### src/rtl/uart_tx_buffer_pkg.sv
// =============================================================================
// Module : uart_tx_buffer_pkg
// Brief  : Shared width, depth and launch-FSM state definitions for the
//          UART transmit buffer slice.
// Rev    : 1.0
// =============================================================================
`default_nettype none

package uart_tx_buffer_pkg;

  localparam int c_UART_DATA_W = 8;
  localparam int c_DEPTH_LOG2  = 4;

  typedef enum logic [1:0] {
    S_IDLE   = 2'd0,
    S_LAUNCH = 2'd1,
    S_WAIT   = 2'd2
  } tx_state_t;

  function automatic int fifo_depth(input int depth_log2);
    return 1 << depth_log2;
  endfunction

endpackage

`default_nettype wire

### src/rtl/uart_tx_buffer_fifo.sv
// =============================================================================
// Module : uart_sync_fifo
// Brief  : Synchronous byte FIFO with occupancy count and sticky overflow.
// Rev    : 1.0
// =============================================================================
`default_nettype none

module uart_sync_fifo
  import uart_tx_buffer_pkg::*;
#(
  parameter int DATA_W     = c_UART_DATA_W,
  parameter int DEPTH_LOG2 = c_DEPTH_LOG2
) (
  input  logic                  Clk,
  input  logic                  Rst,
  input  logic                  i_fWr,
  input  logic [DATA_W-1:0]     i_Data,
  input  logic                  i_fRd,
  input  logic                  i_fClrOvf,
  output logic [DATA_W-1:0]     o_Data,
  output logic                  o_fFull,
  output logic                  o_fEmpty,
  output logic [DEPTH_LOG2:0]   o_Count,
  output logic                  o_fOvf
);

  localparam int                c_DEPTH     = fifo_depth(DEPTH_LOG2);
  localparam logic [DEPTH_LOG2:0] c_DEPTH_CNT = {1'b1, {DEPTH_LOG2{1'b0}}};

  logic [DATA_W-1:0]     r_mem [c_DEPTH];
  logic [DEPTH_LOG2-1:0] r_wr_ptr;
  logic [DEPTH_LOG2-1:0] r_rd_ptr;
  logic [DEPTH_LOG2:0]   r_count;
  logic                  r_ovf;
  logic                  w_full;
  logic                  w_empty;
  logic                  w_rd;
  logic                  w_wr;

  assign w_full  = (r_count == c_DEPTH_CNT);
  assign w_empty = (r_count == '0);
  assign w_rd    = i_fRd && !w_empty;
  // A pop in the same cycle frees the slot, so a full FIFO can still accept.
  assign w_wr    = i_fWr && (!w_full || w_rd);

  always_ff @(posedge Clk) begin
    if (w_wr) begin
      r_mem[r_wr_ptr] <= i_Data;
    end
  end

  always_ff @(posedge Clk or negedge Rst) begin
    if (!Rst) begin
      r_wr_ptr <= '0;
      r_rd_ptr <= '0;
      r_count  <= '0;
      r_ovf    <= 1'b0;
    end else begin
      if (w_wr) begin
        r_wr_ptr <= r_wr_ptr + 1'b1;
      end
      if (w_rd) begin
        r_rd_ptr <= r_rd_ptr + 1'b1;
      end
      case ({w_wr, w_rd})
        2'b10:   r_count <= r_count + 1'b1;
        2'b01:   r_count <= r_count - 1'b1;
        default: r_count <= r_count;
      endcase
      if (i_fClrOvf) begin
        r_ovf <= 1'b0;
      end else if (i_fWr && !w_wr) begin
        r_ovf <= 1'b1;
      end
    end
  end

  assign o_Data   = r_mem[r_rd_ptr];
  assign o_fFull  = w_full;
  assign o_fEmpty = w_empty;
  assign o_Count  = r_count;
  assign o_fOvf   = r_ovf;

endmodule

`default_nettype wire

### src/rtl/uart_tx_buffer.sv
// =============================================================================
// Module : uart_tx_buffer
// Brief  : Byte FIFO plus launch FSM feeding UART_TX via fTx/fReady/fDone.
// Rev    : 1.0
// =============================================================================
`default_nettype none

module uart_tx_buffer
  import uart_tx_buffer_pkg::*;
#(
  parameter int DATA_W     = c_UART_DATA_W,
  parameter int DEPTH_LOG2 = c_DEPTH_LOG2
) (
  input  logic                  Clk,
  input  logic                  Rst,
  input  logic                  i_fWr,
  input  logic [DATA_W-1:0]     i_Data,
  input  logic                  i_fClrOvf,
  output logic                  o_fFull,
  output logic                  o_fEmpty,
  output logic [DEPTH_LOG2:0]   o_Count,
  output logic                  o_fOvf,
  output logic                  o_fTx,
  output logic [DATA_W-1:0]     o_TxData,
  input  logic                  i_TxReady,
  input  logic                  i_TxDone
);

  tx_state_t         r_state;
  tx_state_t         w_state_nxt;
  logic              w_pop;
  logic              w_empty;
  logic [DATA_W-1:0] w_head;
  logic              r_fTx;
  logic [DATA_W-1:0] r_TxData;

  uart_sync_fifo #(
    .DATA_W     (DATA_W),
    .DEPTH_LOG2 (DEPTH_LOG2)
  ) u_fifo (
    .Clk       (Clk),
    .Rst       (Rst),
    .i_fWr     (i_fWr),
    .i_Data    (i_Data),
    .i_fRd     (w_pop),
    .i_fClrOvf (i_fClrOvf),
    .o_Data    (w_head),
    .o_fFull   (o_fFull),
    .o_fEmpty  (w_empty),
    .o_Count   (o_Count),
    .o_fOvf    (o_fOvf)
  );

  // Done is only meaningful while waiting; ready is only meaningful while idle.
  always_comb begin
    w_state_nxt = r_state;
    w_pop       = 1'b0;
    case (r_state)
      S_IDLE: begin
        if (!w_empty && i_TxReady) begin
          w_pop       = 1'b1;
          w_state_nxt = S_LAUNCH;
        end
      end
      S_LAUNCH: w_state_nxt = S_WAIT;
      S_WAIT: begin
        if (i_TxDone) begin
          w_state_nxt = S_IDLE;
        end
      end
      default: w_state_nxt = S_IDLE;
    endcase
  end

  always_ff @(posedge Clk or negedge Rst) begin
    if (!Rst) begin
      r_state  <= S_IDLE;
      r_fTx    <= 1'b0;
      r_TxData <= '0;
    end else begin
      r_state <= w_state_nxt;
      r_fTx   <= w_pop;
      if (w_pop) begin
        r_TxData <= w_head;
      end
    end
  end

  assign o_fEmpty = w_empty;
  assign o_fTx    = r_fTx;
  assign o_TxData = r_TxData;

endmodule

`default_nettype wire

### config.mk
export PLATFORM = sky130hd
export DESIGN_NAME = uart_tx_buffer
export DESIGN_NICKNAME = d
export VERILOG_FILES = /design/src/rtl/uart_tx_buffer_pkg.sv /design/src/rtl/uart_tx_buffer_fifo.sv /design/src/rtl/uart_tx_buffer.sv
export SDC_FILE = /design/constraint.sdc
export NUM_CORES = 1
export LEC_CHECK = 0
export ABC_AREA = 0
export BUFFER_PORTS_ARGS = -buffer_cell sky130_fd_sc_hd__buf_2
export CAP_MARGIN = 20
export CORE_MARGIN = 2
export CORE_UTILIZATION = 43
export DETAILED_ROUTE_END_ITERATION = 12
export PLACE_DENSITY = 0.61
export REMOVE_ABC_BUFFERS = 1
export SETUP_SLACK_MARGIN = 0.3
export SLEW_MARGIN = 15
export SYNTH_ARGS = -nofsm -noshare
export SYNTH_HDL_FRONTEND = slang
export SYNTH_SLANG_ARGS = --single-unit
### constraint.sdc
create_clock -name Clk -period 4.6 [get_ports Clk]
set_input_delay 0.92 -clock Clk [delete_from_list [all_inputs] [get_ports Clk]]
set_output_delay 0.92 -clock Clk [all_outputs]
set_load 0.005 [all_outputs]
==> impl_summary.log <==
[metrics] width of the die: roughly 120 µm
[metrics] Worst Tran Pin Value: 0.939 ns
[metrics] worst reg2reg startpoint: u_fifo.o_Count[3]$_DFFE_PN0P_
[metrics] adder and majority cell fraction of the synthesized area: 0.0213
[metrics] fin cells: approximately 560
[metrics] Detail Route met2 WL: approximately 5600 µm
[metrics] TritonCTS clock tree: yes
[metrics] clock latency reported for the late side of the worst-skew pair: 0.42 ns
[metrics] global-route total usage across every layer: 0.156
[metrics] number of buffers inserted by port buffering: 30
[metrics] Initial Util: 0.444
[metrics] share of synthesized flip-flops with an asynchronous set or reset: 0.163
[metrics] Total Wirelength: between 10000 and 15000 µm
[metrics] initial antenna violation count: 0
[metrics] CTS HTree Levels: 4
[metrics] global-route wire length before repair: 18000 µm
[metrics] via count: 3013
[metrics] Net count, final: 388
[metrics] routed length on met1: 5140 µm
[metrics] max-capacitance violation count: 0
[metrics] weighted congestion at the end of routability-driven global placement: 0.758
[metrics] RSZ-0062 raised after global routing: false
[metrics] total count of hold-check failures in the final report: 0
[metrics] worst clock skew: 0.0174 ns
[metrics] static leakage: around 2.6 nW
[metrics] DP Cell Count: 525
[metrics] area of the die: 15400 µm²
[metrics] HP Start: o_TxData[1]$_DFFE_PN0N_
[metrics] TritonRoute pass-1 iters: 4
[metrics] pin count of the biggest net entering global routing: 26
[metrics] dominant combinational cell family by area after synthesis: multiplexers
[metrics] number of fill cells in the layout: 1151
[metrics] critical path required time: 4.95 ns
[metrics] headroom to the max-slew limit: 0.374
[metrics] most used cells in the layout excluding fill and tap cells: sky130_fd_sc_hd__edfxtp_1, sky130_fd_sc_hd__buf_2, sky130_fd_sc_hd__mux4_2
[metrics] top-level I/O count: 31
[metrics] number of warnings reported in the yosys synthesis log: 0
[metrics] # hold bufs at CTS: 0
[metrics] peak supply drop: 0.000358 V
[metrics] synthesized-area fraction occupied by ao, oa, aoi and oai cells: 0.0399
[metrics] xor/xnor cell area share of the yosys netlist: 0.0141
[metrics] crit-path max FO: 21
[metrics] #FFs+latches synth: about 150
[metrics] post-CTS setup buffer count: 0
[metrics] DR DRC count: 0
[metrics] clock tree root buffer cell: sky130_fd_sc_hd__clkbuf_16
[metrics] proportion of synthesized chip area in sequential cells: 0.719
[metrics] endpoint kind of the worst setup timing path: register
[metrics] path class of the lowest-slack min-delay path: register to register
[metrics] number of enable-type register cells in the synthesized netlist: about 130
[metrics] highest metal layer with signal wires: met4
[metrics] startpoint of the most critical setup path: u_fifo.o_Count[3]$_DFFE_PN0P_
[metrics] clock buffer count from CTS: 17
[metrics] clock edge transition at the registers on the reported setup and hold paths: 0.06 ns
[metrics] setup total negative slack: 0 ns
[metrics] area growth from synthesis to final layout: 15.3%
[metrics] FMAX: 285 MHz
[metrics] shortest clock period the worst path allows after layout: 3.50 ns
[metrics] Antenna Diode Count: 0
[metrics] area of the core region: approximately 14000 µm²
[metrics] final cycle utilization of the critical path: 0.762
[metrics] leftover overflow at the end of global routing: 0
[metrics] result of the run: complete, no violations
[metrics] power density of the placed cells: 635 nW/µm²
[metrics] basic-gate share of the synthesized area counting and, or, nand and nor cells: 0.0415
[metrics] Final setup violation count: 0
[metrics] critical path startpoint category: register
[metrics] Netlist cell types: 36
[metrics] layout cells sized above 1: 0.271
[metrics] mux share of post-synthesis cell area: 0.138
[metrics] Detailed Place HPWL: 7280 µm
[metrics] Num Clock Sinks: 153
[metrics] antenna-violating nets left: 0
[metrics] Post-Syn Area: a little over 6000 µm²
[metrics] met3 WL: 543 µm
[metrics] critical path arrival: 3.85 ns
[metrics] kind of critical path: register to register
[metrics] instance count of the mapped netlist: ~330
[metrics] deepest clock path buffer count: 2
[metrics] max-slew violation count: 0
[metrics] number of global-route vias before repair: 3227
[metrics] primary flip-flop cell chosen by synthesis mapping: sky130_fd_sc_hd__edfxtp_1
[metrics] starting DRC count in detailed routing: 234
[metrics] num rows: 43
[metrics] CTS resizes: 0
[metrics] synthesized area per cell: 19.1 µm²
[metrics] drt wl/cell: 20.3 µm
[metrics] most common cell after layout, fill and taps aside: sky130_fd_sc_hd__edfxtp_1
[metrics] post-detailed-route via-to-cell ratio: roughly 5.4
[metrics] die outline height: about 120 µm
[final timing paths]
check | slack [ns] | cells past startpoint | to
setup / recovery | 1.10 | 9 | u_fifo.o_Count[4]$_DFFE_PN0P_
hold / removal | 0.50 | 1 | o_TxData[1]$_DFFE_PN0N_
setup reg to reg | 1.10 | 9 | u_fifo.o_Count[4]$_DFFE_PN0P_
hold reg to reg | 0.50 | 1 | o_TxData[1]$_DFFE_PN0N_
max in group asynchronous | 3.64 | 1 | u_fifo.r_rd_ptr[0]$_DFFE_PN0P_
min in group asynchronous | 0.51 | 1 | o_TxData[2]$_DFFE_PN0N_
[worst max-delay path: stages, from the launching register on]
cell                      delay [ns]
sky130_fd_sc_hd__dfrtp_1        0.41
sky130_fd_sc_hd__or4_4          0.59
sky130_fd_sc_hd__o21ai_2        0.72
sky130_fd_sc_hd__inv_1          0.23
sky130_fd_sc_hd__ha_1           0.35
sky130_fd_sc_hd__fa_1           0.44
sky130_fd_sc_hd__a21o_1         0.17
sky130_fd_sc_hd__a21oi_1        0.16
sky130_fd_sc_hd__mux2i_1        0.23
sky130_fd_sc_hd__xnor2_1        0.13
[synth_stat cells (2+ instances only)]
| cell type | instances | area share |
|---|---|---|
| sky130_fd_sc_hd__a21oi_1 | 11 | 0.0089 |
| sky130_fd_sc_hd__dfrtp_1 | 25 | 0.10 |
| sky130_fd_sc_hd__buf_4 | 3 | 0.0036 |
| sky130_fd_sc_hd__nor3b_1 | 2 | 0.0024 |
| sky130_fd_sc_hd__nand4_1 | 2 | 0.0020 |
| sky130_fd_sc_hd__nand2_1 | 8 | 0.0048 |
| sky130_fd_sc_hd__and2_1 | 8 | 0.0081 |
| sky130_fd_sc_hd__buf_6 | 2 | 0.0036 |
| sky130_fd_sc_hd__nor2_1 | 9 | 0.0054 |
| sky130_fd_sc_hd__o21ai_0 | 3 | 0.0024 |
| sky130_fd_sc_hd__nor4_1 | 4 | 0.0040 |
| sky130_fd_sc_hd__edfxtp_1 | 128 | 0.62 |
| sky130_fd_sc_hd__xnor2_1 | 9 | 0.013 |
| sky130_fd_sc_hd__buf_2 | 6 | 0.0048 |
| sky130_fd_sc_hd__a21o_1 | 2 | 0.0024 |
| sky130_fd_sc_hd__clkbuf_1 | 5 | 0.0030 |
| sky130_fd_sc_hd__mux2i_1 | 9 | 0.014 |
| sky130_fd_sc_hd__a22o_1 | 8 | 0.011 |
| sky130_fd_sc_hd__mux2_2 | 2 | 0.0036 |
| sky130_fd_sc_hd__inv_1 | 10 | 0.0060 |
| sky130_fd_sc_hd__a211o_1 | 8 | 0.011 |
| sky130_fd_sc_hd__mux4_1 | 7 | 0.030 |
| sky130_fd_sc_hd__ha_1 | 9 | 0.018 |
| sky130_fd_sc_hd__nor2b_1 | 9 | 0.0091 |
| sky130_fd_sc_hd__mux4_2 | 25 | 0.091 |
[sequential cells by signal (all words and copies together) (netlist names)]
register	count
r_state	2
u_fifo.r_mem	128
u_fifo.r_rd_ptr	4
o_TxData	8
o_fTx	1
u_fifo.o_Count	5
u_fifo.o_fOvf	1
u_fifo.r_wr_ptr	4
[where the power goes]
part / leakage, nW / internal [mW] / total, mW / switching [mW]
Combinational: 0.830 / 0.611 / 1.14 / 0.528
Clock: 0.286 / 0.907 / 1.43 / 0.525
Sequential: 1.46 / 1.73 / 1.98 / 0.247
[logic make-up (layout without fill, tap and decap cells)]
kind of cell / after synthesis / count (layout)
fa+ha+maj: 10 / 10
compound gates: 34 / 34
simple gates: 46 / 46
xor+xnor: 10 / 10
buf+inv: 29 / 81
mux: 43 / 43
flops: 153 / 153
[area by class of cell]
type,count,area (µm²),share of cell area
Sequential cell,153,4470,0.624
Multi-Input combinational cell,143,1600,0.224
Clock buffer,20,437,0.0610
Tap cell,180,225,0.0314
Timing Repair Buffer,38,210,0.0293
Clock inverter,12,178,0.0248
Inverter,11,41.3,0.00576
[through the flow]
step	util	hold slack, ns	setup slack [ns]	power [mW]	area (µm²)
6_report	0.512	0.501	1.10	4.55	7160
5_1_grt	0.512	0.531	0.831	4.79	7160
2_1_floorplan	-	0.486	1.18	2.76	6100
3_3_place_gp	0.468	0.484	1.09	3.14	6550
3_5_place_dp	0.468	0.492	1.04	3.17	6550
4_1_cts	0.512	0.505	1.09	4.61	7160
[per-layer routing]
layer | vias to the layer above | GRT usage
met5 | - | 0
met4 | 0 | 0.0436
met3 | 6 | 0.0564
met2 | 72 | 0.243
met1 | 1568 | 0.210
li1 | 1367 | -
Note: power is estimated with default switching activity, not from simulation.
